File: src/rtl/uart_tx_fifo.sv
// Buffered 8N1 UART transmitter: a small byte FIFO feeding a serialiser
// that sends LSB first on a registered, idle-high TX line.
module uart_tx_fifo #(
  parameter int CLKS_PER_BIT = 217,
  parameter int FIFO_DEPTH   = 16
) (
  input  logic                          i_clk,
  input  logic                          i_rst,
  input  logic                          i_wr_valid,
  input  logic [7:0]                    i_wr_data,
  output logic                          o_wr_ready,
  output logic                          o_tx,
  output logic                          o_busy,
  output logic [$clog2(FIFO_DEPTH):0]   o_level
);

  localparam int PTR_W  = $clog2(FIFO_DEPTH);
  localparam int LVL_W  = PTR_W + 1;
  localparam int BAUD_W = $clog2(CLKS_PER_BIT);
  localparam logic [BAUD_W-1:0] BAUD_LAST = BAUD_W'(CLKS_PER_BIT - 1);
  localparam logic [LVL_W-1:0]  LVL_FULL  = LVL_W'(FIFO_DEPTH);

  typedef enum logic [1:0] {
    S_IDLE,
    S_START,
    S_DATA,
    S_STOP
  } state_t;

  // FIFO storage and bookkeeping
  logic [7:0]       r_mem [FIFO_DEPTH];
  logic [PTR_W-1:0] r_wr_ptr;
  logic [PTR_W-1:0] r_rd_ptr;
  logic [LVL_W-1:0] r_level;

  // Serialiser state
  state_t           r_state;
  state_t           w_state_next;
  logic [BAUD_W-1:0] r_baud;
  logic [BAUD_W-1:0] w_baud_next;
  logic [2:0]       r_bit_idx;
  logic [2:0]       w_bit_idx_next;
  logic [7:0]       r_shift;
  logic [7:0]       w_shift_next;
  logic             r_tx;
  logic             w_tx_next;

  logic             w_push;
  logic             w_pop;
  logic             w_full;
  logic             w_empty;
  logic             w_baud_end;
  logic [7:0]       w_head;

  // Ready depends only on the registered level (and reset), never on wr_valid,
  // so a pop in the same cycle cannot let a full FIFO accept a byte.
  assign w_full     = (r_level == LVL_FULL);
  assign w_empty    = (r_level == '0);
  assign o_wr_ready = ~w_full & ~i_rst;
  assign w_push     = i_wr_valid & o_wr_ready;
  assign w_head     = r_mem[r_rd_ptr];
  assign w_baud_end = (r_baud == BAUD_LAST);

  assign o_tx    = r_tx;
  assign o_level = r_level;
  assign o_busy  = (r_state != S_IDLE) | ~w_empty;

  // Storage write port; contents need no reset since level gates every read
  always_ff @(posedge i_clk) begin
    if (w_push) begin
      r_mem[r_wr_ptr] <= i_wr_data;
    end
  end

  // Pointers wrap naturally because the depth is a power of two
  always_ff @(posedge i_clk) begin
    if (i_rst) begin
      r_wr_ptr <= '0;
      r_rd_ptr <= '0;
      r_level  <= '0;
    end else begin
      if (w_push) begin
        r_wr_ptr <= r_wr_ptr + PTR_W'(1);
      end
      if (w_pop) begin
        r_rd_ptr <= r_rd_ptr + PTR_W'(1);
      end
      case ({w_push, w_pop})
        2'b10:   r_level <= r_level + LVL_W'(1);
        2'b01:   r_level <= r_level - LVL_W'(1);
        default: r_level <= r_level;
      endcase
    end
  end

  // Frame sequencing: next state, next line level, baud/bit counters and pops
  always_comb begin
    w_state_next   = r_state;
    w_baud_next    = r_baud;
    w_bit_idx_next = r_bit_idx;
    w_shift_next   = r_shift;
    w_tx_next      = r_tx;
    w_pop          = 1'b0;
    case (r_state)
      S_IDLE: begin
        w_tx_next = 1'b1;
        if (!w_empty) begin
          w_pop        = 1'b1;
          w_shift_next = w_head;
          w_tx_next    = 1'b0;
          w_baud_next  = '0;
          w_state_next = S_START;
        end
      end
      S_START: begin
        if (w_baud_end) begin
          w_baud_next    = '0;
          w_tx_next      = r_shift[0];
          w_bit_idx_next = '0;
          w_state_next   = S_DATA;
        end else begin
          w_baud_next = r_baud + BAUD_W'(1);
        end
      end
      S_DATA: begin
        if (w_baud_end) begin
          w_baud_next  = '0;
          w_shift_next = {1'b0, r_shift[7:1]};
          if (r_bit_idx == 3'd7) begin
            w_tx_next    = 1'b1;
            w_state_next = S_STOP;
          end else begin
            w_tx_next      = r_shift[1];
            w_bit_idx_next = r_bit_idx + 3'd1;
          end
        end else begin
          w_baud_next = r_baud + BAUD_W'(1);
        end
      end
      S_STOP: begin
        if (w_baud_end) begin
          w_baud_next = '0;
          if (!w_empty) begin
            // Chain straight into the next start bit with no idle gap
            w_pop        = 1'b1;
            w_shift_next = w_head;
            w_tx_next    = 1'b0;
            w_state_next = S_START;
          end else begin
            w_state_next = S_IDLE;
          end
        end else begin
          w_baud_next = r_baud + BAUD_W'(1);
        end
      end
      default: begin
        w_tx_next    = 1'b1;
        w_baud_next  = '0;
        w_state_next = S_IDLE;
      end
    endcase
  end

  // Serialiser registers; reset truncates any frame and parks the line high
  always_ff @(posedge i_clk) begin
    if (i_rst) begin
      r_state   <= S_IDLE;
      r_baud    <= '0;
      r_bit_idx <= '0;
      r_shift   <= '0;
      r_tx      <= 1'b1;
    end else begin
      r_state   <= w_state_next;
      r_baud    <= w_baud_next;
      r_bit_idx <= w_bit_idx_next;
      r_shift   <= w_shift_next;
      r_tx      <= w_tx_next;
    end
  end

endmodule

File: config.mk
export PLATFORM = sky130hd
export DESIGN_NAME = uart_tx_fifo
export DESIGN_NICKNAME = d
export VERILOG_FILES = /design/src/rtl/uart_tx_fifo.sv
export SDC_FILE = /design/constraint.sdc
export NUM_CORES = 1
export LEC_CHECK = 0
export ABC_CLOCK_PERIOD_IN_PS = 7350
export BUFFER_PORTS_ARGS = -buffer_cell sky130_fd_sc_hd__buf_2
export CORE_ASPECT_RATIO = 1.2
export CORE_MARGIN = 2
export CORE_UTILIZATION = 27
export DETAILED_ROUTE_END_ITERATION = 16
export GPL_TIMING_DRIVEN = 0
export PLACE_DENSITY = 0.41
export SETUP_SLACK_MARGIN = 0.05
export SLEW_MARGIN = 20
export SYNTH_ARGS = -nofsm -noshare
export SYNTH_HDL_FRONTEND = slang
export SYNTH_SLANG_ARGS = --single-unit
File: constraint.sdc
create_clock -name i_clk -period 7.35 [get_ports i_clk]
set_input_delay 0.3675 -clock i_clk [delete_from_list [all_inputs] [get_ports i_clk]]
set_output_delay 0.3675 -clock i_clk [all_outputs]
set_load 0.1 [all_outputs]
==> results.json, run 1 <==
{
  "vdd_drop_max_uv": 153,
  "r2r_start": "r_baud[0]",
  "wl_per_cell_um": 18.3,
  "syn_avg_cell_area_um2": 14.9,
  "post_cts_resized": 0,
  "fmax_mhz": 276,
  "tightestPinTransition_ps": 1010,
  "yosysSeqAreaShare_pct": 64.7,
  "gr-total-overflow": 0,
  "cts_tree": "done",
  "end_kind": "register",
  "grt_first_pass_wirelength_mm": 25.1,
  "first_global_vias": 4229,
  "synth_top_family_by_area": "multiplexers",
  "drtAntennaViolNets": 0,
  "cpPeakStageDelay_ps": 470,
  "io_pins": 19,
  "min_path_type": "primary input to register",
  "synth_cells": 480,
  "fin_skew_ps": 10.6,
  "netlist_area_um2": 7150,
  "cp.arrival_ps": 3910,
  "rsz0062_at_grt": "false",
  "grt_max_degree": 18,
  "areaGrowthSynthToFinish_pct": 15.7,
  "drt-total-wl_mm": 15.8,
  "num_vias": 4050,
  "ys_ff_latch": 167,
  "die_height_um": 182,
  "ys.flop_type": "edfxtp_1",
  "critical-path-top-delay-family": "compound AO/OA/AOI/OAI gates",
  "layout.nets": 546,
  "synth_edf_count": 128,
  "clkSlewWorstSetupHoldPaths_ps": 70,
  "drv_cap": 0,
  "ys_warn_count": 0,
  "finalSetupTns_ps": 0,
  "hpwl_mm": 11.1,
  "synthDistinctLibCells": 61,
  "numCtsBuffers": 17,
  "finalHoldViolCount": 0,
  "fillers": 2607,
  "synth_xor_xnor_area_share_pct": 0.980,
  "use_met3_pct": 2.54,
  "busiest_layer": "met2",
  "root_buffer": "clkbuf_16",
  "crit_start": "r_baud[0]",
  "clock_latency_ps": 420,
  "holdWs_ps": 323,
  "critPathBufInv": 2,
  "yosys.area_share.simple_pct": 10.1,
  "use_met1_pct": 15.0,
  "path_max_fanout": 10,
  "slowest_stage": "o311ai_0",
  "required_ps": 7630,
  "cts.sinks": 167,
  "final_cell_mix": "128 x edfxtp_1, 50 x nor2_1, 39 x dfxtp_1",
  "status": "completed",
  "slew_violations": 0,
  "p_leak_nw": 2.73,
  "antenna_found_initial": 0,
  "synthAdderAreaFrac_pct": 2.98,
  "post_cts_buffers": 0,
  "core_area_um2": 26200,
  "min_period_ps": 3630,
  "use_met2_pct": 20.9,
  "synth_top_cell_area_share_pct": 53.8,
  "initial_core_util_pct": 27.3,
  "row_count": 65,
  "drtPass1Iterations": 4,
  "track_usage_pct": 11.9,
  "yosys-top-cells-area": "edfxtp_1 54%, dfxtp_1 11%, mux4_2 10%, ha_1 3.0%, nor2_1 2.6%",
  "htree_num_levels": 4,
  "die_area_um2": 27800,
  "cpMostUsedCell": "ha_1",
  "startpoint_type": "register",
  "synth_compound_area_share_pct": 7.51,
  "antenna_cells": 0,
  "ff_latch_area_um2": 4620,
  "worstSetupPathType": "register to register",
  "io_buffers": 18,
  "crit_path_cell_trace": "inv_1 > ha_1 > and4_2 > a31oi_2 > nor3_2 > ha_1 > clkbuf_1 > xor2_1 > ha_1 > o311ai_0 > a31oi_1 > o21ai_0 > o311ai_0",
  "multi_input_area_um2": 2380,
  "cts_hold_buf": 0,
  "synth.mux.area_fraction_pct": 11.5,
  "post-route-period-util_pct": 49.4,
  "place.gp.congestion": 0.752,
  "drt_drc_violations_left": 0,
  "clockBufferDepth": 2,
  "hold_path_startpoint": "i_wr_data[3]",
  "die_w_um": 153,
  "synth_nets": 508,
  "synth.largest_area_cell": "edfxtp_1",
  "ys_async_sr_fraction_pct": 0,
  "pwr_density_cell_nw_per_um2": 366,
  "viasPerCell": 4.68,
  "setup_viol_count_final": 0,
  "drt_iter0_drc": 171,
  "max-slew-margin-rel_pct": 32.2,
  "layout_commonest_cell": "edfxtp_1",
  "drive_gt1_share_pct": 21.3
}
-- per-stage QoR --
step	cell area, um^2	util [%]	power [W]	std cells	setup slack, ps
after global placement	7660	29.2	0.00216	833	3900
after floorplan	7150	-	0.00195	480	3800
after global routing	8270	31.6	0.00321	866	3460
after detailed placement	7680	29.3	0.00217	834	3830
final	8270	31.6	0.00303	866	3720
after CTS	8270	31.6	0.00307	866	3810
-- cell families (layout without fill, tap and decap cells) --
| logic type | after synthesis | count (layout) |
|---|---|---|
| AO/OA/AOI/OAI | 79 | 79 |
| XOR/XNOR | 8 | 8 |
| adder cells (fa/ha/maj) | 17 | 17 |
| buffers and inverters | 36 | 87 |
| flip-flops | 167 | 167 |
| multiplexers | 42 | 42 |
| AND/OR/NAND/NOR | 131 | 131 |
-- path summary, 6_finish.rpt --
path	end	slack, ps	cells after the start
max	o_level[4]	3720	13
min	r_mem[6][3]	320	1
max reg2reg	o_level[4]	3720	13
min reg2reg	r_bit_idx[2]	480	2
-- flip-flops by register name (all words and copies together), names as in the netlist, named ones only --
register   flops
o_level        5
o_tx           1
r_baud         8
r_bit_idx      3
r_mem        128
r_rd_ptr       4
r_shift        8
r_state        2
r_wr_ptr       4
-- worst register-to-register path, cell delays in order (launching register included) --
cell and delay, ps:
dfxtp_1 390, inv_1 60, ha_1 200, and4_2 280, a31oi_2 440, nor3_2 140
ha_1 260, clkbuf_1 240, xor2_1 200, ha_1 280, o311ai_0 470, a31oi_1 170
o21ai_0 210, o311ai_0 150
-- where the power goes --
group	internal, W	switching, W
combinational	0.000367	0.000673
sequential	0.00107	0.0000362
clock	0.000482	0.000403
total	0.00192	0.00111
-- area by class of cell --
class                   count  share of cell area (%)
multi-input cells         277                    28.8
clock inverters            15                    1.95
clock buffers              17                    5.14
repair buffers             19                    1.18
flip-flops and latches    167                    55.9
plain buffers              24                    1.36
inverters                  12                   0.545
well taps                 335                    5.07
-- per-layer routing --
| metal | share of wire (%) | wire length, um |
|---|---|---|
| met1 | 45 | 7060 |
| met2 | 51 | 8100 |
| met3 | 3.3 | 514 |
| met4 | 0.81 | 128 |
| met5 | 0 | 0 |
-- cells in the mapped netlist (7+ instances only) --
library cell  instances
inv_1                11
nand3_1               8
mux2i_1               7
dfxtp_1              39
mux4_2               32
nor2_1               50
ha_1                 17
a21oi_1              21
o21ai_0              13
nand2_1              14
nor3_1               15
a211oi_1              8
edfxtp_1            128
a22oi_1              15
clkbuf_1             14
(Power assumes the default switching activity.)
==> inputs of run 2 (changes only) <==
Settings changed: ABC_AREA set to 1, ABC_CLOCK_PERIOD_IN_PS 7350 to 3700.
Clock period 7.35 ns to 3.7 ns, I/O delays scaled along.
==> results.json, run 2 <==
{
  "track_usage_pct": 14.5,
  "power_frac_seq_pct": 37.7,
  "final_cell_mix": "134 x nor2_1, 128 x edfxtp_1, 79 x o21ai_0",
  "initial_core_util_pct": 27.3,
  "drtPass1Iterations": 5,
  "end_kind": "register",
  "io_pins": 19,
  "layout_commonest_cell": "nor2_1",
  "cts.sinks": 167,
  "holdWs_ps": 63.8,
  "first_global_vias": 4907,
  "rsz0062_at_grt": "false",
  "cpPeakStageDelay_ps": 410,
  "slew_violations": 0,
  "vdd_drop_max_uv": 480,
  "switching_share_pct": 39.1,
  "ys_warn_count": 0,
  "synth_edf_count": 128,
  "synthDistinctLibCells": 37,
  "numCtsBuffers": 17,
  "pwr_density_cell_nw_per_um2": 710,
  "worst_slack_ps": 941,
  "row_count": 65,
  "required_ps": 4020,
  "post-route-period-util_pct": 74.6,
  "cts_hold_buf": 0,
  "syn_avg_cell_area_um2": 10.8,
  "antenna_cells": 0,
  "totalPowerFinal_w": 0.00582,
  "fmax_mhz": 362,
  "drv_cap": 0,
  "worstSetupPathType": "register to register",
  "clock_latency_ps": 430,
  "die_height_um": 182,
  "place.gp.congestion": 0.822,
  "drt-total-wl_mm": 19.8,
  "slowest_stage": "dfxtp_1",
  "dpl_worst_slack_ps": 948,
  "max-slew-margin-rel_pct": 27.4,
  "clkSlewWorstSetupHoldPaths_ps": 70,
  "status": "completed",
  "drive_gt1_share_pct": 10.4,
  "ys_async_sr_fraction_pct": 0,
  "core_area_um2": 26100,
  "cp.arrival_ps": 3080,
  "startpoint_type": "register",
  "viasPerCell": 4.81,
  "finalHoldViolCount": 0,
  "die_area_um2": 27700,
  "synth.largest_area_cell": "edfxtp_1",
  "ys.flop_type": "edfxtp_1",
  "switchingPower_w": 0.00227,
  "gr-total-overflow": 0,
  "antenna_found_initial": 0,
  "post_cts_buffers": 0,
  "pwr-share-comb_pct": 33.1,
  "finalSetupTns_ps": 0,
  "power_frac_clock_pct": 29.1,
  "grt_max_degree": 18,
  "clockBufferDepth": 2,
  "die_w_um": 152,
  "tightestPinTransition_ps": 1090,
  "drt_iter0_drc": 367,
  "min_path_type": "primary input to register",
  "synth_top_cell_area_share_pct": 53.9,
  "cts_tree": "done",
  "yosys-top-cells-area": "edfxtp_1 54%, dfxtp_1 11%, nor2_1 7.1%, o21ai_0 5.5%, nand2_1 3.1%",
  "areaGrowthSynthToFinish_pct": 15.0,
  "setup_viol_count_final": 0,
  "hpwl_mm": 13.6,
  "grt_first_pass_wirelength_mm": 29.8,
  "crit_path_cell_trace": "inv_1 > ha_1 > nor2_1 > nand2_4 > a21oi_4 > ha_1 > xor2_1 > ha_1 > inv_1 > nand2_2 > nand2_2 > nand3_1 > nand2_1 > nor2_1 > nor2_1",
  "path_max_fanout": 10,
  "synth_nets": 687,
  "post_cts_resized": 0,
  "fillers": 2658,
  "largestRegisters": "r_mem: 128 flops, r_baud: 8 flops, r_shift: 8 flops",
  "netlist_area_um2": 7130,
  "synth_most_common_cell": "nor2_1",
  "largest-register": "r_mem",
  "synth_cells": 659,
  "io_buffers": 18,
  "drtAntennaViolNets": 0,
  "netlist_top_cells_count": "134 x nor2_1, 128 x edfxtp_1, 79 x o21ai_0",
  "layout.nets": 724,
  "wl_per_cell_um": 18.9,
  "yosysSeqAreaShare_pct": 64.9,
  "p_leak_nw": 2.84,
  "internal_power_w": 0.00355,
  "min_period_ps": 2760,
  "drt_drc_violations_left": 0,
  "num_vias": 5024,
  "root_buffer": "clkbuf_16",
  "largest_reg_flops": 128,
  "fin_skew_ps": 9.69,
  "ys_ff_latch": 167,
  "post-route-util_pct": 31.4,
  "htree_num_levels": 4
}
[run 2: changes by cell type in the layout (fill, tap and decap cells not counted), moves of 15 or more]
cell      before  now
nand3_1        8   35
nand2_1       14   59
o21ai_0       13   79
o221ai_1       0   19
mux4_2        32    0
a22oi_1       15    0
nor2_1        50  134
inv_1         11   40
[run 2: through the flow]
step,std cells,cell area (um^2)
after floorplan,659,7130
after global placement,1012,7640
after detailed placement,1012,7640
after CTS,1044,8200
after global routing,1044,8200
final,1044,8200
[run 2: power groups by stage]
stage                     Combinational, W  Clock (W)  Sequential (W)
after global placement             0.00191          0         0.00223
after floorplan                    0.00120          0         0.00237
after global routing               0.00212    0.00182         0.00221
after CTS                          0.00193    0.00174         0.00220
after detailed placement           0.00193          0         0.00224
final                              0.00193    0.00170         0.00220
[run 2: worst paths after layout]
path / startpoint / to / slack (ps) / cells past startpoint
setup / recovery: r_state[0] / o_level[4] / 940 / 15
hold / removal: i_rst / r_bit_idx[0] / 60 / 2
setup reg to reg: r_state[0] / o_level[4] / 940 / 15
hold reg to reg: r_baud[7] / r_baud[7] / 460 / 1
[run 2: metal layers]
layer,vias to the layer above,routed length [um],GRT usage [%]
li1,2412,-,-
met1,2494,8580,17.2
met2,92,10200,25.9
met3,26,561,2.77
met4,0,419,5.38
met5,-,0,0
[run 2: worst max-delay path, delay by kind of cell, from the launching register on]
| kind | cells | cell delay (ps) |
|---|---|---|
| simple gates | 8 | 690 |
| compound gates | 1 | 300 |
| buf+inv | 2 | 170 |
| fa+ha+maj | 3 | 860 |
| flops | 1 | 410 |
| xor+xnor | 1 | 210 |
[run 2: kinds of logic after synthesis]
kind of cell	synth area share, %
flops	64.9
compound gates	12.9
xor+xnor	0.614
simple gates	14.6
fa+ha+maj	2.98
buf+inv	4.04
[run 2: final cells by class]
cell class                 instances  area [um^2]  share of cell area, %
tap                              335          419                   5.11
timing repair buffer              18         90.1                   1.10
clock buffer                      19          454                   5.54
buffer                            29          126                   1.54
sequential                       167         4620                   56.4
multi-input combinational        420         2220                   27.0
inverter                          43          161                   1.97
clock inverter                    13          108                   1.31
